--- src/rtl/writeback_queue_if.sv ---
// rtl/writeback_queue_if.sv - request, register-file write and forwarding signals of writeback_queue
interface writeback_queue_if #(
   parameter int REG_COUNT = 32,
   parameter int REG_W     = 32,
   parameter int DEPTH     = 4,
   parameter int REG_IDX_W = $clog2(REG_COUNT),
   parameter int CNT_W     = $clog2(DEPTH + 1)
);
   logic                 mem_valid;
   logic                 mem_ready;
   logic [REG_IDX_W-1:0] mem_reg;
   logic [REG_W-1:0]     mem_data;
   logic                 alu_valid;
   logic                 alu_ready;
   logic [REG_IDX_W-1:0] alu_reg;
   logic [REG_W-1:0]     alu_data;
   logic                 wr_en;
   logic [REG_IDX_W-1:0] wr_reg;
   logic [REG_W-1:0]     wr_data;
   logic [REG_IDX_W-1:0] fwd_reg_a;
   logic [REG_IDX_W-1:0] fwd_reg_b;
   logic                 fwd_hit_a;
   logic                 fwd_hit_b;
   logic [REG_W-1:0]     fwd_data_a;
   logic [REG_W-1:0]     fwd_data_b;
   logic [CNT_W-1:0]     count;

   modport slave (
      input  mem_valid, mem_reg, mem_data, alu_valid, alu_reg, alu_data, fwd_reg_a, fwd_reg_b,
      output mem_ready, alu_ready, wr_en, wr_reg, wr_data, fwd_hit_a, fwd_hit_b, fwd_data_a,
             fwd_data_b, count
   );

   modport master (
      output mem_valid, mem_reg, mem_data, alu_valid, alu_reg, alu_data, fwd_reg_a, fwd_reg_b,
      input  mem_ready, alu_ready, wr_en, wr_reg, wr_data, fwd_hit_a, fwd_hit_b, fwd_data_a,
             fwd_data_b, count
   );
endinterface

--- src/rtl/writeback_queue.sv ---
// rtl/writeback_queue.sv - in-order register write-back FIFO with one-write-per-cycle drain and forwarding
module writeback_queue #(
   parameter int REG_COUNT = 32,
   parameter int REG_W     = 32,
   parameter int REG_IDX_W = $clog2(REG_COUNT),
   parameter int DEPTH     = 4
) (
   input  logic           clk,
   input  logic           aresetn,
   writeback_queue_if.slave bus
);
   localparam int PTR_W = $clog2(DEPTH);
   localparam int CNT_W = $clog2(DEPTH + 1);

   logic [REG_IDX_W-1:0] q_reg  [DEPTH];
   logic [REG_W-1:0]     q_data [DEPTH];
   logic [PTR_W-1:0]     head;
   logic [PTR_W-1:0]     tail;
   logic [PTR_W-1:0]     alu_slot;
   logic [CNT_W-1:0]     count;
   logic                 mem_push;
   logic                 alu_push;
   logic                 pop;
   logic                 wr_en_q;
   logic [REG_IDX_W-1:0] wr_reg_q;
   logic [REG_W-1:0]     wr_data_q;
   logic                 hit_a;
   logic                 hit_b;
   logic [REG_W-1:0]     data_a;
   logic [REG_W-1:0]     data_b;
   logic [PTR_W-1:0]     slot;

   // Readiness looks only at the pre-edge count, so a same-edge pop never frees space early.
   assign bus.mem_ready = aresetn && (count <= CNT_W'(DEPTH - 1));
   assign bus.alu_ready = aresetn && (count <= CNT_W'(DEPTH - 2));

   // Writes to r0 complete the handshake but are dropped here.
   assign mem_push = bus.mem_valid && bus.mem_ready && (bus.mem_reg != '0);
   assign alu_push = bus.alu_valid && bus.alu_ready && (bus.alu_reg != '0);
   assign pop      = (count != '0);
   assign alu_slot = tail + PTR_W'(mem_push);

   always_ff @(posedge clk) begin
      if (mem_push) begin
         q_reg[tail]  <= bus.mem_reg;
         q_data[tail] <= bus.mem_data;
      end
      if (alu_push) begin
         q_reg[alu_slot]  <= bus.alu_reg;
         q_data[alu_slot] <= bus.alu_data;
      end
   end

   always_ff @(posedge clk or negedge aresetn) begin
      if (!aresetn) begin
         head      <= '0;
         tail      <= '0;
         count     <= '0;
         wr_en_q   <= 1'b0;
         wr_reg_q  <= '0;
         wr_data_q <= '0;
      end else begin
         wr_en_q <= pop;
         if (pop) begin
            wr_reg_q  <= q_reg[head];
            wr_data_q <= q_data[head];
            head      <= head + PTR_W'(1);
         end
         tail  <= tail + PTR_W'(mem_push) + PTR_W'(alu_push);
         count <= count + CNT_W'(mem_push) + CNT_W'(alu_push) - CNT_W'(pop);
      end
   end

   // Scan oldest to youngest so later matches overwrite earlier ones; the output stage is oldest of all.
   always_comb begin
      hit_a  = 1'b0;
      hit_b  = 1'b0;
      data_a = '0;
      data_b = '0;
      slot   = head;
      if (wr_en_q && (wr_reg_q == bus.fwd_reg_a)) begin
         hit_a  = 1'b1;
         data_a = wr_data_q;
      end
      if (wr_en_q && (wr_reg_q == bus.fwd_reg_b)) begin
         hit_b  = 1'b1;
         data_b = wr_data_q;
      end
      for (int i = 0; i < DEPTH; i++) begin
         slot = head + PTR_W'(i);
         if (CNT_W'(i) < count) begin
            if (q_reg[slot] == bus.fwd_reg_a) begin
               hit_a  = 1'b1;
               data_a = q_data[slot];
            end
            if (q_reg[slot] == bus.fwd_reg_b) begin
               hit_b  = 1'b1;
               data_b = q_data[slot];
            end
         end
      end
   end

   assign bus.fwd_hit_a  = hit_a && (bus.fwd_reg_a != '0);
   assign bus.fwd_hit_b  = hit_b && (bus.fwd_reg_b != '0);
   assign bus.fwd_data_a = bus.fwd_hit_a ? data_a : '0;
   assign bus.fwd_data_b = bus.fwd_hit_b ? data_b : '0;
   assign bus.wr_en      = wr_en_q;
   assign bus.wr_reg     = wr_reg_q;
   assign bus.wr_data    = wr_data_q;
   assign bus.count      = count;
endmodule

--- src/flat_wrapper.sv ---
// flat-port wrapper written by rule: the top's interface ports become plain ports
module writeback_queue_flat 
#(
   parameter int REG_COUNT = 32,
   parameter int REG_W     = 32,
   parameter int REG_IDX_W = $clog2(REG_COUNT),
   parameter int DEPTH     = 4
)
  (clk, aresetn, bus_mem_valid, bus_mem_reg, bus_mem_data, bus_alu_valid, bus_alu_reg, bus_alu_data, bus_fwd_reg_a, bus_fwd_reg_b, bus_mem_ready, bus_alu_ready, bus_wr_en, bus_wr_reg, bus_wr_data, bus_fwd_hit_a, bus_fwd_hit_b, bus_fwd_data_a, bus_fwd_data_b, bus_count);
  writeback_queue_if #(.REG_COUNT(REG_COUNT), .REG_W(REG_W), .DEPTH(DEPTH), .REG_IDX_W(REG_IDX_W)) bus_i ();
  input  logic clk;
  input  logic aresetn;
  input wire logic [$bits(bus_i.mem_valid)-1:0] bus_mem_valid;
  input wire logic [$bits(bus_i.mem_reg)-1:0] bus_mem_reg;
  input wire logic [$bits(bus_i.mem_data)-1:0] bus_mem_data;
  input wire logic [$bits(bus_i.alu_valid)-1:0] bus_alu_valid;
  input wire logic [$bits(bus_i.alu_reg)-1:0] bus_alu_reg;
  input wire logic [$bits(bus_i.alu_data)-1:0] bus_alu_data;
  input wire logic [$bits(bus_i.fwd_reg_a)-1:0] bus_fwd_reg_a;
  input wire logic [$bits(bus_i.fwd_reg_b)-1:0] bus_fwd_reg_b;
  output wire logic [$bits(bus_i.mem_ready)-1:0] bus_mem_ready;
  output wire logic [$bits(bus_i.alu_ready)-1:0] bus_alu_ready;
  output wire logic [$bits(bus_i.wr_en)-1:0] bus_wr_en;
  output wire logic [$bits(bus_i.wr_reg)-1:0] bus_wr_reg;
  output wire logic [$bits(bus_i.wr_data)-1:0] bus_wr_data;
  output wire logic [$bits(bus_i.fwd_hit_a)-1:0] bus_fwd_hit_a;
  output wire logic [$bits(bus_i.fwd_hit_b)-1:0] bus_fwd_hit_b;
  output wire logic [$bits(bus_i.fwd_data_a)-1:0] bus_fwd_data_a;
  output wire logic [$bits(bus_i.fwd_data_b)-1:0] bus_fwd_data_b;
  output wire logic [$bits(bus_i.count)-1:0] bus_count;
  assign bus_i.mem_valid = bus_mem_valid;
  assign bus_i.mem_reg = bus_mem_reg;
  assign bus_i.mem_data = bus_mem_data;
  assign bus_i.alu_valid = bus_alu_valid;
  assign bus_i.alu_reg = bus_alu_reg;
  assign bus_i.alu_data = bus_alu_data;
  assign bus_i.fwd_reg_a = bus_fwd_reg_a;
  assign bus_i.fwd_reg_b = bus_fwd_reg_b;
  assign bus_mem_ready = bus_i.mem_ready;
  assign bus_alu_ready = bus_i.alu_ready;
  assign bus_wr_en = bus_i.wr_en;
  assign bus_wr_reg = bus_i.wr_reg;
  assign bus_wr_data = bus_i.wr_data;
  assign bus_fwd_hit_a = bus_i.fwd_hit_a;
  assign bus_fwd_hit_b = bus_i.fwd_hit_b;
  assign bus_fwd_data_a = bus_i.fwd_data_a;
  assign bus_fwd_data_b = bus_i.fwd_data_b;
  assign bus_count = bus_i.count;
  writeback_queue #(.REG_COUNT(REG_COUNT), .REG_W(REG_W), .REG_IDX_W(REG_IDX_W), .DEPTH(DEPTH)) u_core (.clk(clk), .aresetn(aresetn), .bus(bus_i));
endmodule
--- config.mk ---
export PLATFORM = sky130hd
export DESIGN_NAME = writeback_queue_flat
export DESIGN_NICKNAME = d
export VERILOG_FILES = /design/src/rtl/writeback_queue_if.sv /design/src/rtl/writeback_queue.sv /design/src/flat_wrapper.sv
export SDC_FILE = /design/constraint.sdc
export NUM_CORES = 1
export LEC_CHECK = 0
export ABC_AREA = 1
export BUFFER_PORTS_ARGS = -buffer_cell sky130_fd_sc_hd__buf_2
export CAP_MARGIN = 5
export CORE_AREA = 5 5 178 180
export CTS_BUF_LIST = sky130_fd_sc_hd__clkbuf_4
export CTS_CLUSTER_DIAMETER = 60
export DETAILED_ROUTE_END_ITERATION = 12
export DIE_AREA = 0 0 183 185
export GPL_ROUTABILITY_DRIVEN = 0
export HOLD_SLACK_MARGIN = 0.06
export PLACE_DENSITY_LB_ADDON = 0.15
export SYNTH_ARGS = -nofsm -noshare
export SYNTH_HDL_FRONTEND = slang
export SYNTH_SLANG_ARGS = --single-unit
--- constraint.sdc ---
create_clock -name clk -period 3.7 [get_ports clk]
set_input_delay 0.37 -clock clk [delete_from_list [all_inputs] [get_ports clk]]
set_output_delay 0.37 -clock clk [all_outputs]
set_load 0.02 [all_outputs]
==> impl_metrics.json <==
{
  "start_util": 0.537,
  "sw_frac_of_total": 0.584,
  "vdd_drop_max_mv": 0.627,
  "async_flop_share": 0.233,
  "num-fill-cells": 2844,
  "power.total_mw": 14.4,
  "worst_pin_slew_ns": 1.05,
  "grt_pass1_wl_mm": 85.5,
  "htree_levels": 4,
  "synthAdderAreaFrac": 0.00636,
  "use_met1": 0.529,
  "max-slew-margin-rel": 0.298,
  "path_clk_slew_ns": 0.18,
  "syn-num-nets": 2703,
  "dr.pass1.iters": 6,
  "largest_reg_flops": 128,
  "required_ns": 3.33,
  "busiest_layer": "met1",
  "syn_to_final_growth_pct": 12.8,
  "rsz0062_at_grt": "true",
  "wl_per_cell_um": 18.0,
  "cp-end-kind": "output port",
  "powerDensity_nw_per_um2": 793,
  "p_sw_mw": 8.42,
  "ys_ff_latch": 193,
  "synth-edff-count": 148,
  "crit_arrival_ns": 3.24,
  "skew_ns": 0.0342,
  "grt_pass1_vias": 15100,
  "io_buffers": 196,
  "routed_wl_mm": 56.4,
  "final_nets": 2819,
  "overflow": 0,
  "yosys.area.top_type": "edfxtp_1",
  "clock-root-buffer": "clkbuf_4",
  "p_leak_nw": 8.75,
  "synth_flop_cell": "edfxtp_1",
  "drv_cap": 0,
  "finalCritPeriodShare": 0.977,
  "synthDistinctLibCells": 31,
  "grt_max_degree": 130,
  "die_h_um": 185,
  "comb_power_share": 0.686,
  "netlist.area_leader.share": 0.276,
  "drc": 0,
  "max_freq_mhz": 277,
  "dp_hpwl_mm": 40.6,
  "final_area_um2": 18200,
  "synth.mux.area_fraction": 0,
  "ys_seq_area_frac": 0.345,
  "p_int_mw": 6.00,
  "use_met3": 0.0935,
  "antenna_found_initial": 2,
  "synth_top_family_by_area": "simple AND/OR/NAND/NOR gates",
  "placedInstanceArea_um2": 17200,
  "pwr-share-clk": 0.083,
  "setup.worst_path.start_class": "flop",
  "finalMaxSlewViolations": 0,
  "antenna_left": 0,
  "cts_buffers": 17,
  "path_class": "flop to output port",
  "rows": 64,
  "cp_max_fo": 32,
  "clock-sinks": 193,
  "drive_above_1_share": 0.123,
  "finalSetupViolations": 0,
  "hp-class": "input pin to flop",
  "clock_latency_ns": 0.63,
  "syn_area_per_cell_um2": 6.18,
  "via_per_inst": 5.79,
  "seq_power_share": 0.232,
  "status": "finished, final reports clean",
  "netlist_top_cells_area": "edfxtp_1 (28%), nand2_1 (21%), o21ai_0 (12%)",
  "synthCells": 2608,
  "cts_tree": "done",
  "grtUsageMet2": 0.395,
  "cts_buffer_depth": 2,
  "vias": 18100,
  "synth_area_um2": 16100,
  "fp.dieW_um": 183,
  "dieArea_um2": 33900,
  "hold_viol_final": 0,
  "drtIter0Drc": 3364,
  "fin_crit_ns": 3.61,
  "ys_warn_count": 0,
  "synth_xor_area_frac": 0.00326,
  "boundaryPins": 197,
  "synth_compound_area_frac": 0.171,
  "synth-simple-area-share": 0.369,
  "core-area_um2": 30000,
  "grt_use_total": 0.318
}
-- worst max-delay path, stage by stage, from the launching register on --
cell	delay (ns)
dfrtp_4	0.56
clkinv_8	0.13
nand2_1	0.08
nand3_1	0.17
nand2_1	0.13
nand2_1	0.07
nand2_1	0.04
nor2_1	0.17
nand3_2	0.12
nor2_4	0.20
buf_4	0.18
clkbuf_16	0.23
nand2_1	0.07
nand2_1	0.07
a21oi_1	0.04
nor2_1	0.15
buf_2	0.20
-- stage by stage --
step	setup TNS (ns)	hold WS [ns]	utilization	cells	setup slack, ns
CTS	0	0.0603	0.597	3125	0.00190
finish	0	0.0993	0.606	3135	0.0860
global placement	0	0.534	0.574	3055	0.269
global route	-0.0971	0.0833	0.606	3134	-0.0241
detailed placement	0	0.556	0.574	3055	0.172
floorplan	-31.51	0.0744	-	2608	-0.426
-- path summary, 6_finish.rpt --
kind | end | cells past startpoint | startpoint | slack, ns
max | bus_fwd_data_b[12] | 16 | u_core.head[0]$_DFFE_PN0N_ | 0.09
min | u_core.q_reg[3][0]$_DFFE_PP_ | 3 | bus_mem_reg[0] | 0.1
max reg2reg | u_core.q_data[1][10]$_DFFE_PP_ | 10 | u_core.bus.count[2]$_DFF_PN0_ | 0.46
min reg2reg | u_core.bus.wr_reg[4]$_DFFE_PN0N_ | 2 | u_core.bus.wr_reg[4]$_DFFE_PN0N_ | 0.60
max in group asynchronous | u_core.head[0]$_DFFE_PN0N_ | 3 | aresetn | 2.60
min in group asynchronous | u_core.head[1]$_DFFE_PN0N_ | 3 | aresetn | 0.61
-- cells by family (layout without fill, tap and decap cells) --
group	count (synthesis)	count (layout)
AND/OR/NAND/NOR	1465	1466
AO/OA/AOI/OAI	531	531
buffers and inverters	406	534
adder cells (fa/ha/maj)	7	7
other	0	2
flip-flops	193	193
XOR/XNOR	6	6
-- area by class of cell --
type / instances / area, um^2 / area share
multi-input cells: 2010 / 9050 / 0.498
flip-flops and latches: 193 / 5580 / 0.307
repair buffers: 284 / 1930 / 0.106
inverters: 218 / 836 / 0.0460
well taps: 396 / 495 / 0.0272
clock inverters: 15 / 166 / 0.00915
clock buffers: 17 / 128 / 0.00702
diodes: 2 / 5.00 / 0.000275
-- what timing repair did --
action,in CTS,in global routing
endpoints found under the hold margin,130,1
endpoints found under the setup margin,66,64
gates cloned,0,2
buffers inserted,7,5
pin swaps,0,5
resized for setup,6,62
hold buffers,31,1
-- cell usage after synthesis (2+ instances only) --
| cell type | count |
|---|---|
| a21boi_0 | 3 |
| a21oi_1 | 70 |
| buf_1 | 13 |
| buf_2 | 39 |
| buf_4 | 15 |
| buf_6 | 10 |
| clkbuf_1 | 111 |
| dfrtp_1 | 45 |
| edfxtp_1 | 148 |
| fa_1 | 2 |
| ha_1 | 5 |
| inv_1 | 213 |
| inv_2 | 5 |
| nand2_1 | 889 |
| nand2_2 | 4 |
| nand2_4 | 2 |
| nand3_1 | 234 |
| nand3_2 | 3 |
| nand4_1 | 34 |
| nor2_1 | 288 |
| nor2_2 | 5 |
| nor3_1 | 4 |
| o21a_1 | 32 |
| o21ai_0 | 379 |
| o21ai_1 | 41 |
| o22ai_1 | 4 |
| o31ai_1 | 2 |
| xnor2_1 | 3 |
| xor2_1 | 3 |
-- power groups by stage --
stage,registers (mW),clock network [mW],logic [mW]
final,3.34,1.19,9.89
after detailed placement,3.42,0,9.00
after global routing,3.39,1.28,10.7
after CTS,3.32,1.19,9.20
after global placement,3.40,0,8.85
after floorplan,3.53,0,6.28
-- cell usage in the layout, fill, tap and decap left out, types with 34 or more instances in the layout --
cell type  synthesis  routed
dfrtp_1           45      42
nand2_1          889     888
edfxtp_1         148     148
inv_1            213     213
o21ai_0          379     368
nor2_1           288     274
o21ai_1           41      49
buf_2             39     196
buf_4             15      34
nand4_1           34      34
a21oi_1           70      69
nand3_1          234     226
-- routing by layer --
layer | share of wire | vias up
met5 | 0 | -
met2 | 0.37 | 1337
met4 | 0.021 | 0
li1 | - | 8692
met3 | 0.16 | 105
met1 | 0.45 | 8002
Note: power is estimated with default switching activity, not from simulation.
